===== src/rtl/pipe_cla16.sv =====
// Two-stage pipelined 16-bit carry-lookahead adder with valid/ready handshaking.
// S1 holds per-bit generate/propagate; S2 holds the sum, flags and group g/p for cascading.
module pipe_cla16 (
  input  logic        clk,
  input  logic        rst_n,
  input  logic        in_valid,
  output logic        in_ready,
  input  logic [15:0] a,
  input  logic [15:0] b,
  input  logic        cin,
  output logic        out_valid,
  input  logic        out_ready,
  output logic [15:0] sum,
  output logic        cout,
  output logic        ovf,
  output logic        gout,
  output logic        pout
);

  logic        s1_valid;
  logic [15:0] s1_g;
  logic [15:0] s1_p;
  logic        s1_cin;

  logic        s1_adv;
  logic        s2_adv;

  logic [3:0]  grp_g;
  logic [3:0]  grp_p;
  logic [3:0]  grp_c;
  logic [16:0] carry;
  logic        grp_gen;

  // Carries into bits 0..3 of a 4-wide lookahead block, flattened (no ripple).
  function automatic logic [3:0] lookahead4(input logic [3:0] g, input logic [3:0] p,
                                            input logic ci);
    logic [3:0] c;
    c[0] = ci;
    c[1] = g[0] | (p[0] & ci);
    c[2] = g[1] | (p[1] & g[0]) | (p[1] & p[0] & ci);
    c[3] = g[2] | (p[2] & g[1]) | (p[2] & p[1] & g[0]) | (p[2] & p[1] & p[0] & ci);
    return c;
  endfunction

  // Block generate: carry out of a 4-wide block assuming zero carry in.
  function automatic logic generate4(input logic [3:0] g, input logic [3:0] p);
    return g[3] | (p[3] & g[2]) | (p[3] & p[2] & g[1]) | (p[3] & p[2] & p[1] & g[0]);
  endfunction

  assign s2_adv   = !out_valid || out_ready;
  assign s1_adv   = !s1_valid || s2_adv;
  assign in_ready = s1_adv;

  always_ff @(posedge clk or negedge rst_n) begin
    if (!rst_n) begin
      s1_valid <= 1'b0;
      s1_g     <= '0;
      s1_p     <= '0;
      s1_cin   <= 1'b0;
    end else if (s1_adv) begin
      s1_valid <= in_valid;
      if (in_valid) begin
        s1_g   <= a & b;
        s1_p   <= a ^ b;
        s1_cin <= cin;
      end
    end
  end

  // Second-level lookahead produces group carries; first-level fills in the bits.
  always_comb begin
    grp_g = '0;
    grp_p = '0;
    carry = '0;
    for (int k = 0; k < 4; k++) begin
      grp_g[k] = generate4(s1_g[4*k +: 4], s1_p[4*k +: 4]);
      grp_p[k] = &s1_p[4*k +: 4];
    end
    grp_c   = lookahead4(grp_g, grp_p, s1_cin);
    grp_gen = generate4(grp_g, grp_p);
    for (int k = 0; k < 4; k++) begin
      carry[4*k +: 4] = lookahead4(s1_g[4*k +: 4], s1_p[4*k +: 4], grp_c[k]);
    end
    carry[16] = grp_gen | (&grp_p & s1_cin);
  end

  always_ff @(posedge clk or negedge rst_n) begin
    if (!rst_n) begin
      out_valid <= 1'b0;
      sum       <= '0;
      cout      <= 1'b0;
      ovf       <= 1'b0;
      gout      <= 1'b0;
      pout      <= 1'b0;
    end else if (s2_adv) begin
      out_valid <= s1_valid;
      if (s1_valid) begin
        sum  <= s1_p ^ carry[15:0];
        cout <= carry[16];
        ovf  <= carry[15] ^ carry[16];
        gout <= grp_gen;
        pout <= &grp_p;
      end
    end
  end

endmodule

===== config.mk =====
export PLATFORM = sky130hd
export DESIGN_NAME = pipe_cla16
export DESIGN_NICKNAME = d
export VERILOG_FILES = /design/src/rtl/pipe_cla16.sv
export SDC_FILE = /design/constraint.sdc
export NUM_CORES = 1
export LEC_CHECK = 0
export BUFFER_PORTS_ARGS = -buffer_cell sky130_fd_sc_hd__buf_2
export CAP_MARGIN = 20
export CORE_MARGIN = 2
export CORE_UTILIZATION = 30
export DETAILED_ROUTE_END_ITERATION = 6
export GPL_ROUTABILITY_DRIVEN = 1
export PLACE_DENSITY = 0.54
export SETUP_SLACK_MARGIN = 0.15
export SLEW_MARGIN = 20
export SYNTH_ARGS = -nofsm -noshare
export SYNTH_HDL_FRONTEND = slang
export SYNTH_SLANG_ARGS = --single-unit

===== constraint.sdc =====
create_clock -name clk -period 6.1 [get_ports clk]
set_clock_uncertainty 0.1 [all_clocks]
set_input_delay 0.915 -clock clk [delete_from_list [all_inputs] [get_ports clk]]
set_output_delay 0.915 -clock clk [all_outputs]
set_load 0.05 [all_outputs]

# Word level (Yosys, flattened, before mapping)
# Index checks and enable logic that the tools add are counted.
# op_classes
bitwise	121
n_reduce_logical	11
# op_table
operator	count
AND 1 bit	71
OR 1 bit	46
bitwise XOR 16 bit	2
AND 16 bit	1
AND reduction 16 bit	1
AND reduction 4 bit	4
AND reduction 2 bit	2
logical NOT 1 bit	2
logical OR 1 bit	2
bitwise XOR 1 bit	1
# word_totals
register_bits	55
input_bits	37
out_inout_bits	22
elab_cells	142

# Depth between registers and ports, before layout
# Gate-level depths: netlist (run 1).
# depth
word_depth	11
ltp_mapped	10
ltp_nobuf	10

# Least setup slack after synthesis (run 1)
# OpenSTA, ideal clock, no wires.
# synth_timing
path_type	input -> register
startpoint	input port out_ready
endpoint	register s1_g[0]
setup_ns	0.125
arrival_time_ns	2.491
required_time_ns	5.875
slack_ns	3.384
cell_stages	4
path_cell_list	nand3b_1 nand2_1 buf_1 mux2_2
# synth_between
elab_chain_cells	3
# synth_lines
item	line_no	source
start, declared	12	input logic out_ready,
logical OR 1 bit	50	assign s2_adv = !out_valid || out_ready;
logical OR 1 bit	51	assign s1_adv = !s1_valid || s2_adv;
AND reduction 2 bit (no line)	--	
end signal, assigned	63	s1_g <= a & b;
end, declared	21	logic [15:0] s1_g;
# Every way passes these cells.
# A chain may end at the register's enable or synchronous reset.

# Worst setup path in the final report (run 1)
# layout_timing
startpoint	input port out_ready
endpoint	output port in_ready
# layout_between
elab_chain_cells	2
# layout_lines
item	line_no	source
logical OR 1 bit	50	
logical OR 1 bit	51	
end, declared	7	output logic in_ready,
# Every way passes these cells.

==> summary.md, run 1 <==
| Metric | Value |
|---|---|
| Post-synth EDFFs | `0` |
| Dpl hpwl | `3800 um` |
| Synth warn | `0` |
| Net count after synthesis | `276` |
| Final worst path period share | `0.401` |
| Filler cells | `867` |
| Commonest non-fill, non-tap cell in the layout | `buf_2` |
| Slew headroom | `0.530` |
| Status | `complete, no violations` |
| Site Rows | `34` |
| Worst skew pair latency | `between 0.3 and 0.4 ns` |
| Syn_area_per_cell | `12.3 sq um` |
| Worst Tran Pin Value | `0.705 ns` |
| Yosys top cell by area | `dfrtp_1` |
| Total core area | `8720 sq um` |
| Final wirelength | `5140 um` |
| Critical R2R Capture | `sum[13]$_DFFE_PN0P_` |
| Synth top area cells | `dfrtp_1, mux2_2, ha_1` |
| Via/cell ratio | `4.57` |
| Synthesized netlist cell count | `~220` |
| Layout cells sized above 1 | `0.402` |
| Crit path arrival time | `1.43 ns` |
| Max Root-Sink Buffers | `2` |
| Seq/Total Area, Yosys | `0.510` |
| Ant diodes | `0` |
| Worst r2r src | `s1_p[5]$_DFFE_PN0P_` |
| Critical Path Sink | `in_ready` |
| MaxCap Viol Count | `0` |
| Async S/R FF share, synth | `1.00` |
| Residual DRC count | `0` |
| Detail Route Antenna Nets | `0` |
| Fin Hold WS | `0.385 ns` |
| Crit Path Class | `input port to primary output` |
| Pwr/cell area | `392 nW/um^2` |
| Fmax achieved | `409 MHz` |
| R2R Setup Slk | `3.70 ns` |
| DRT iter0 DRCs | `34` |
| Commonest non-fill, non-tap cells in the layout | `buf_2, dfrtp_1, mux2_2, nand2_1, ha_1` |
| Peak VDD IR | `around 120 uV` |
| First-pass GRT wire length | `8700 um` |
| CTS H-tree depth | `2` |
| Port bufs | `58` |
| CP max FO | `3` |
| Syn Std Cell Area | `2700 sq um` |
| Via count | `1777` |
| Area post-placement | `3120 sq um` |
| Die area | `9760 sq um` |
| CTS Buf Count | `5` |
| CTS clk-pin slew, worst paths | `0.09 ns` |
| Final setup violation count | `0` |
| Top FF cell, synth | `dfrtp_1` |
| Setup_tns | `0 ns` |
| CTS Root Cell | `clkbuf_8` |
| Grt total ovfl | `0` |
| CTS tree | `yes` |
| Setup crit start | `out_ready` |
| #FFs+latches synth | `55` |
| Largest net degree at the start of global routing | `56` |
| Nets | `337` |
| # hold bufs at CTS | `0` |
| Initial antenna violation count | `0` |
| DRT Pass-1 Iters | `4` |
| Vias in the first global route | `about 1800` |
| Crit path time final | `2.45 ns` |
| Total I/O pin count | `59` |
| Post CTS Setup Buffer Count | `0` |
| Clock sink count | `55` |
| Worst EP required | `5.08 ns` |
| CTS resizes | `0` |
| Gr usage total | `0.112` |
| Final hold violations | `0` |
| Synthesis-to-finish area growth | `20.7%` |
| Leak Pwr | `about 1.6 nW` |
| RSZ-0062 raised after global routing | `no` |
| Final RePlAce weighted congestion | `0.710` |
| Fin. max-slew vios | `0` |
| Total power | `~1.3 mW` |
| Top cell type's share of synthesized area | `0.510` |
| Initial Util | `0.309` |
| Crit. End Element | `primary output` |
| Routed length per instance | `13.2 um` |
| DIE HEIGHT | `98.8 um` |
| CP Launch Type | `input port` |
| Design area | `3250 sq um` |
| Die width | `98.8 um` |
| Cell variety after synth | `32` |
| Worst Reg-to-Reg Cells | `10` |
| Hold Path Class | `register to register` |
-- state kept, by name, indices dropped and copies added (netlist names) --
name,cells
s1_g,16
pout,1
s1_valid,1
sum,16
out_valid,1
cout,1
ovf,1
gout,1
s1_p,16
s1_cin,1
-- routing by layer --
metal	routed length, um	share of wire	GRT usage	up-vias
met5	0	0	0	-
met4	82	0.016	0.0390	0
met3	220	0.043	0.0248	7
met2	2360	0.46	0.178	35
met1	2470	0.48	0.151	835
li1	-	-	-	900
-- synthesized netlist by cell type, drive strengths merged (3+ instances only) --
cell type   n
o21ai      19
a21o        7
buf         3
nand2b      4
a21oi       8
xnor2       3
ha         20
nand2      22
xor2        9
nor2        7
mux2       37
dfrtp      55
clkbuf      4
-- area by class of cell --
| class | count | area (sq um) | share of cell area |
|---|---|---|---|
| flip-flops and latches | 55 | 1380 | 0.423 |
| multi-input cells | 155 | 1290 | 0.395 |
| repair buffers | 61 | 313 | 0.0961 |
| well taps | 108 | 135 | 0.0415 |
| clock buffers | 5 | 68.8 | 0.0211 |
| clock inverters | 3 | 67.6 | 0.0208 |
| inverters | 2 | 7.51 | 0.00231 |
-- where the power goes --
| part | total, mW | internal (mW) | switching [mW] |
|---|---|---|---|
| Clock | 0.285 | 0.164 | 0.122 |
| Sequential | 0.523 | 0.451 | 0.0713 |
| Combinational | 0.469 | 0.156 | 0.313 |
| Total | 1.28 | 0.771 | 0.506 |
-- worst min-delay path by stage --
| stage | endpoint | startpoint | cells past startpoint | slack [ns] |
|---|---|---|---|---|
| final | cout$_DFFE_PN0P_ | cout$_DFFE_PN0P_ | 2 | 0.39 |
| after global routing | sum[1]$_DFFE_PN0P_ | sum[1]$_DFFE_PN0P_ | 2 | 0.41 |
| after CTS | cout$_DFFE_PN0P_ | cout$_DFFE_PN0P_ | 2 | 0.39 |
| after detailed placement | cout$_DFFE_PN0P_ | cout$_DFFE_PN0P_ | 2 | 0.37 |
| after global placement | sum[1]$_DFFE_PN0P_ | sum[1]$_DFFE_PN0P_ | 2 | 0.36 |
| after floorplan | out_valid$_DFFE_PN0P_ | s1_valid$_DFFE_PN0N_ | 1 | 0.36 |
-- per-stage QoR --
stage | worst slack, ns | std cells | utilization
6_report | 3.65 | 389 | 0.373
2_1_floorplan | 3.38 | 219 | -
3_3_place_gp | 3.68 | 381 | 0.358
3_5_place_dp | 3.65 | 381 | 0.358
4_1_cts | 3.65 | 389 | 0.373
5_1_grt | 3.53 | 389 | 0.373
-- critical path, stage by stage --
cell and delay, ns:
buf_2 0.10, nand3b_1 0.18, buf_2 0.23
-- cells by family after synthesis --
kind of cell	Yosys count	synth area share
AO/OA/AOI/OAI	41	0.107
XOR/XNOR	12	0.0390
adder cells (fa/ha/maj)	20	0.0928
buffers and inverters	9	0.0125
flip-flops	55	0.510
multiplexers	37	0.155
AND/OR/NAND/NOR	45	0.0840
Power figures use the tool's default switching activity.
==> run 2, diff against run 1 <==
--- a/config.mk
+++ b/config.mk
@@ -11,7 +11,7 @@
 export CORE_UTILIZATION = 30
 export DETAILED_ROUTE_END_ITERATION = 6
 export GPL_ROUTABILITY_DRIVEN = 1
-export PLACE_DENSITY = 0.54
+export PLACE_DENSITY = 0.56
 export SETUP_SLACK_MARGIN = 0.15
 export SLEW_MARGIN = 20
 export SYNTH_ARGS = -nofsm -noshare
==> constraint.sdc (replaced) <==
create_clock -name clk -period 2.1 [get_ports clk]
set_clock_uncertainty 0.1 [all_clocks]
set_input_delay 0.315 -clock clk [delete_from_list [all_inputs] [get_ports clk]]
set_output_delay 0.315 -clock clk [all_outputs]
set_load 0.05 [all_outputs]
==> summary.md, run 2 (synthesis gave the netlist of run 1 again) <==
| Metric | Value |
|---|---|
| Setup_tns | `-0.0497 ns (-0.0497 ns)` |
| Clock sink count | `55 (unchanged)` |
| Die width | `98.8 um (unchanged)` |
| R2R Setup Slk | `-0.03 ns (-3.73 ns)` |
| Hold Path Class | `input port to register` |
| Dpl hpwl | `4030 um (+6.1%)` |
| Initial antenna violation count | `0 (unchanged)` |
| Cells along the critical path | `a21o_1 -> a21o_1 -> a221oi_4 -> nand2_4 -> buf_4 -> buf_6 -> ha_4 -> nor2_4 -> xor2_1 -> o21ai_1` |
| Largest regs | `s1_g x16, s1_p x16, sum x16` |
| Gr busiest metal | `met2` |
| Layout cells sized above 1 | `0.470 (+0.0683)` |
| First-pass GRT wire length | `9160 um (+5.2%)` |
| Final RePlAce weighted congestion | `0.728 (+2.5%)` |
| Worst Tran Pin Value | `0.470 ns (-0.235 ns)` |
| Commonest non-fill, non-tap cells in the layout | `buf_2, dfrtp_1, mux2_4, buf_4, nand2_1` |
| Register Area | `1380 sq um (about the same)` |
| Worst slack, placed | `-0.0423 ns (-3.69 ns)` |
| Ant diodes | `0 (unchanged)` |
| Grt total ovfl | `0 (unchanged)` |
| CP peak stage delay | `0.39 ns (+0.16 ns)` |
| Final worst path period share | `1.02` |
| Met1 Track Usage GR | `0.170 (+0.0189)` |
| Largest net degree at the start of global routing | `39 (-30%)` |
| Crit. End Element | `register` |
| Crit Path Class | `register to register` |
| CP max FO | `4 (+1)` |
| MaxCap Viol Count | `0 (unchanged)` |
| Crit path time final | `2.13 ns` |
| Met3 usage | `0.0213 (-0.00355)` |
| Pwr/cell area | `1060 nW/um^2 (+170%)` |
| Crit-path most repeated cell | `a21o_1` |
| PnR worst setup slack | `-0.0320 ns (-3.68 ns)` |
| Area post-placement | `3400 sq um (+9.1%)` |
| Met2 Usage GRT | `0.178 (unchanged)` |
| DRT Pass-1 Iters | `4 (unchanged)` |
| Synthesis-to-finish area growth | `34.4%` |
| Final hold violations | `0 (unchanged)` |
| Multi-input gate area | `1470 sq um (+14%)` |
| DIE HEIGHT | `98.8 um (unchanged)` |
| Dpl cells | `398 (+4.5%)` |
| Residual DRC count | `0 (unchanged)` |
| Commonest non-fill, non-tap cell in the layout | `buf_2` |
| Worst skew pair latency | `0.31 ns (about the same)` |
| Status | `complete, but fails checks` |
| Fmax achieved | `469 MHz` |
| Slowest CP cell | `dfrtp_1` |
| DRT iter0 DRCs | `36 (+5.9%)` |
| Post-Layout Cell Count | `412 (+5.9%)` |
| Slew headroom | `0.687 (+0.157)` |
| CP bufs+invs | `2 (unchanged)` |
| Final setup violation count | `3 (+3)` |
| Max Root-Sink Buffers | `2 (unchanged)` |
| Leak Pwr | `1.81 nW (+16%)` |
| Gr usage total | `0.118 (+0.00581)` |
| Detail Route Antenna Nets | `0 (unchanged)` |
| Worst EP required | `2.20 ns (-2.88 ns)` |
| CTS Root Cell | `clkbuf_8` |
| CTS Buf Count | `5 (unchanged)` |
| Design area | `3620 sq um (+11%)` |
| CTS H-tree depth | `2 (unchanged)` |
| Total I/O pin count | `59 (unchanged)` |
| Site Rows | `34 (unchanged)` |
| Initial Util | `0.309 (unchanged)` |
| Peak VDD IR | `455 uV (+270%)` |
| Filler cells | `841 (-3.0%)` |
| RSZ-0062 raised after global routing | `yes` |
| CTS clk-pin slew, worst paths | `0.10 ns (about the same)` |
| Via/cell ratio | `4.59 (+0.58%)` |
| Port bufs | `58 (unchanged)` |
| Crit path max-delay family | `compound AO/OA/AOI/OAI gates` |
| Total core area | `8720 sq um (unchanged)` |
| Failing checks | `setup timing` |
| Routed length per instance | `13.3 um (+1.0%)` |
| Die area | `9760 sq um (unchanged)` |
| CP Launch Type | `register` |
| Via count | `1893 (+6.5%)` |
| Final wirelength | `5500 um (+7.0%)` |
| Crit path arrival time | `2.23 ns (+0.80 ns)` |
| Nets | `361 (+7.1%)` |
| Vias in the first global route | `1839 (+3.0%)` |
| CTS tree | `yes` |
| Fin. max-slew vios | `0 (unchanged)` |
-- run 2: where the power goes --
| group | internal (mW) | switching [mW] | total (mW) | leakage, nW |
|---|---|---|---|---|
| clock network | 0.350 | 0.332 | 0.682 | 0.0513 |
| logic | 0.657 | 1.01 | 1.66 | 1.09 |
| registers | 1.31 | 0.188 | 1.50 | 0.671 |
| total | 2.32 | 1.53 | 3.84 | 1.81 |
-- run 2: stage by stage --
step / hold WS (ns) / utilization / power, mW
6_report: 0.147 / 0.416 / 3.84
5_1_grt: 0.134 / 0.416 / 4.07
4_1_cts: 0.140 / 0.407 / 3.83
3_5_place_dp: 0.198 / 0.390 / 3.11
3_3_place_gp: 0.193 / 0.390 / 3.09
2_1_floorplan: -0.0806 / - / 2.64
-- run 2: final cells by class --
type                    instances  area share
clock buffers                   6      0.0200
flip-flops and latches         55       0.380
well taps                     108      0.0373
multi-input cells             155       0.404
clock inverters                 1     0.00828
inverters                       2     0.00207
repair buffers                 85       0.148
-- run 2: path summary, 6_finish.rpt --
kind                                     start                   end  cells after the start
setup reg to reg           s1_p[5]$_DFFE_PN0P_    sum[9]$_DFFE_PN0P_                     10
hold / removal                             cin    s1_cin$_DFFE_PN0P_                      2
setup / recovery           s1_p[5]$_DFFE_PN0P_    sum[9]$_DFFE_PN0P_                     10
max in group asynchronous                rst_n   s1_g[0]$_DFFE_PN0P_                      3
min in group asynchronous                rst_n  s1_g[10]$_DFFE_PN0P_                      2
hold reg to reg             sum[3]$_DFFE_PN0P_    sum[3]$_DFFE_PN0P_                      2
-- run 2: repair_timing --
| item | 4_1_cts | 5_1_grt |
|---|---|---|
| pin swaps | 6 | 3 |
| cloned | 0 | 0 |
| hold buffers | 1 | 0 |
| endpoints found under the hold margin | 18 | 0 |
| gates resized for setup | 2 | 11 |
| setup endpoints to repair | 7 | 11 |
| setup buffers | 3 | 3 |
-- run 2: routing by layer --
metal	share of wire	vias to the layer above
li1	-	943
met1	0.50	909
met2	0.45	34
met3	0.031	7
met4	0.016	0
met5	0	-
==> run 3, diff against run 2 <==
--- a/config.mk
+++ b/config.mk
@@ -12,6 +12,7 @@
 export DETAILED_ROUTE_END_ITERATION = 6
 export GPL_ROUTABILITY_DRIVEN = 1
 export PLACE_DENSITY = 0.56
+export RECOVER_POWER = 100
 export SETUP_SLACK_MARGIN = 0.15
 export SLEW_MARGIN = 20
 export SYNTH_ARGS = -nofsm -noshare
==> summary.md, run 3 (synthesis gave the netlist of run 1 again) <==
| Metric | Value |
|---|---|
| Met1 Track Usage GR | `0.170 (unchanged)` |
| Crit path max-delay family | `compound AO/OA/AOI/OAI gates` |
| Final RePlAce weighted congestion | `0.728 (unchanged)` |
| DRT iter0 DRCs | `39 (+8.3%)` |
| Slew headroom | `0.262 (-0.424)` |
| Synthesis-to-finish area growth | `29.2%` |
| Crit path arrival time | `2.24 ns (about the same)` |
| Post-Layout Cell Count | `412 (unchanged)` |
| Routed length per instance | `13.4 um (+0.60%)` |
| Final hold violations | `0 (unchanged)` |
| Worst skew pair latency | `0.31 ns (about the same)` |
| Leak Pwr | `1.64 nW (-9.4%)` |
| Met3 usage | `0.0213 (unchanged)` |
| Worst Reg-to-Reg Cells | `10 (unchanged)` |
| Via/cell ratio | `4.60 (+0.16%)` |
| CTS clk-pin slew, worst paths | `0.09 ns (about the same)` |
| Residual DRC count | `0 (unchanged)` |
| DRT Pass-1 Iters | `4 (unchanged)` |
| CTS H-tree depth | `2 (unchanged)` |
| R2R Setup Slk | `-0.04 ns (about the same)` |
| Design area | `3480 sq um (-3.9%)` |
| Port bufs | `58 (unchanged)` |
| MaxCap Viol Count | `0 (unchanged)` |
| Final wirelength | `5530 um (+0.60%)` |
| Initial antenna violation count | `0 (unchanged)` |
| Vias in the first global route | `1839 (unchanged)` |
| CP Launch Type | `register` |
| Fmax achieved | `468 MHz (-0.15%)` |
| Largest net degree at the start of global routing | `39 (unchanged)` |
| NetSw | `1.52 mW (-0.39%)` |
| Worst r2r src | `s1_p[5]$_DFFE_PN0P_` |
| Slowest CP cell | `dfrtp_1` |
| Final worst path period share | `1.02 (+0.00156)` |
| Largest regs | `s1_g x16, s1_p x16, sum x16` |
| RSZ-0062 raised after global routing | `yes` |
| Combinational fraction of design power | `0.412 (-0.021)` |
| Crit path time final | `2.14 ns (+0.00329 ns)` |
| Initial Util | `0.309 (unchanged)` |
| Failing checks | `setup timing` |
| CTS Root Cell | `clkbuf_8` |
| Gr usage total | `0.118 (unchanged)` |
| Site Rows | `34 (unchanged)` |
| Dpl hpwl | `4030 um (unchanged)` |
| Hold path depth | `2 (unchanged)` |
| Dpl cells | `398 (unchanged)` |
| CP peak stage delay | `0.39 ns (about the same)` |
| Die area | `9760 sq um (unchanged)` |
| DIE HEIGHT | `98.8 um (unchanged)` |
| PnR worst setup slack | `-0.0353 ns (-0.00329 ns)` |
| Int Pwr | `2.20 mW (-5.1%)` |
| Setup crit start | `s1_p[5]$_DFFE_PN0P_` |
| Layout cells sized above 1 | `0.309 (-0.161)` |
| Clock power frac | `0.183 (+0.006)` |
| Max Root-Sink Buffers | `2 (unchanged)` |
| Hold Path Class | `input port to register` |
| Total I/O pin count | `59 (unchanged)` |
| Via count | `1896 (+0.16%)` |
| Die width | `98.8 um (unchanged)` |
| Detail Route Antenna Nets | `0 (unchanged)` |
| Status | `complete, but fails checks` |
| Final setup violation count | `2 (-1)` |
| Fin. max-slew vios | `0 (unchanged)` |
| Grt total ovfl | `0 (unchanged)` |
| Nets | `361 (unchanged)` |
| Flop pwr share | `0.404 (+0.014)` |
| Pwr/cell area | `1070 nW/um^2 (+0.68%)` |
| Worst EP required | `2.20 ns (about the same)` |
| Gr busiest metal | `met2` |
| Critical R2R Capture | `sum[9]$_DFFE_PN0P_` |
| Cells along the critical path | `a21o_1 -> a21o_1 -> a221oi_4 -> nand2_4 -> buf_4 -> buf_6 -> ha_4 -> nor2_4 -> xor2_1 -> o21ai_1` |
| Crit. End Element | `register` |
| First-pass GRT wire length | `9160 um (unchanged)` |
| Worst Tran Pin Value | `1.11 ns (+0.636 ns)` |
| Commonest non-fill, non-tap cells in the layout | `dfrtp_1, buf_2, clkbuf_1, mux2_1, buf_4` |
| Peak VDD IR | `451 uV (-0.70%)` |
| Startpoint of the worst hold path | `cin` |
| Area post-placement | `3400 sq um (unchanged)` |
| CP bufs+invs | `2 (unchanged)` |
| Total core area | `8720 sq um (unchanged)` |
| CP max FO | `4 (unchanged)` |
| Crit Path Class | `register to register` |
| Hold endpoint | `s1_cin$_DFFE_PN0P_` |
| Met2 Usage GRT | `0.178 (unchanged)` |
| CTS Buf Count | `5 (unchanged)` |
| Commonest non-fill, non-tap cell in the layout | `dfrtp_1` |
| Sw Ratio | `0.409 (+0.0117)` |
| Clock sink count | `55 (unchanged)` |
| CTS tree | `yes` |
| Ant diodes | `0 (unchanged)` |
| Crit-path most repeated cell | `a21o_1` |
-- run 3: cell count changes in the layout (fill, tap and decap cells not counted), moves of 2 or more --
cell      before  now
mux2_4        28    4
o21ai_1        9    7
clkbuf_1       1   25
mux2_1         0   24
buf_2         58   35
o21ai_0        9   11
-- run 3: power groups by stage --
| stage | sequential (mW) | clock, mW | combinational (mW) |
|---|---|---|---|
| final | 1.50 | 0.682 | 1.53 |
| after global routing | 1.54 | 0.744 | 1.66 |
| after CTS | 1.50 | 0.711 | 1.61 |
| after detailed placement | 1.52 | 0 | 1.58 |
| after global placement | 1.51 | 0 | 1.58 |
| after floorplan | 2.03 | 0 | 0.601 |
-- run 3: worst register-to-register path, cell delays in order (launching register included) --
cell and delay, ns:
dfrtp_1 0.39, a21o_1 0.19, a21o_1 0.18, a221oi_4 0.32, nand2_4 0.09, buf_4 0.14, buf_6 0.13, ha_4 0.16
nor2_4 0.09, xor2_1 0.15, o21ai_1 0.08
-- run 3: cell type report --
class                   instances  area, sq um
multi-input cells             155         1370
flip-flops and latches         55         1380
inverters                       2         7.51
well taps                     108          135
repair buffers                 85          489
fillers                       891         5240
clock inverters                 1         30.0
clock buffers                   6         72.6
-- run 3: how the worst max path moves through the flow --
stage                                     end  slack [ns]  cells past startpoint
final                      sum[9]$_DFFE_PN0P_       -0.04                     10
after detailed placement  sum[12]$_DFFE_PN0P_       -0.04                      8
after global routing      sum[13]$_DFFE_PN0P_       -0.14                     10
after CTS                 sum[12]$_DFFE_PN0P_       0.002                      8
after global placement    sum[12]$_DFFE_PN0P_       0.002                      8
after floorplan           sum[12]$_DFFE_PN0P_       -0.06                      8
-- run 3: what timing repair did --
item | 4_1_cts | 5_1_grt
hold buffers | 1 | 0
setup endpoints to repair | 7 | 11
pin swaps | 6 | 3
buffers inserted | 3 | 3
hold endpoints to repair | 18 | 0
gates resized for setup | 2 | 11
-- run 3: metrics by stage --
step	TNS, ns	utilization	hold WS [ns]	power, mW	worst slack, ns
after global placement	0	0.390	0.193	3.09	0.00229
final	-0.0470	0.399	0.144	3.72	-0.0353
after detailed placement	-0.0772	0.390	0.198	3.11	-0.0423
after global routing	-0.779	0.399	0.134	3.95	-0.143
after CTS	0	0.407	0.140	3.83	0.00172
after floorplan	-0.114	-	-0.0806	2.64	-0.0644
-- run 3: routing by layer --
layer | routed length (um) | vias to the layer above
met4 | 78 | 0
met5 | 0 | -
met3 | 189 | 5
li1 | - | 949
met2 | 2480 | 34
met1 | 2790 | 908
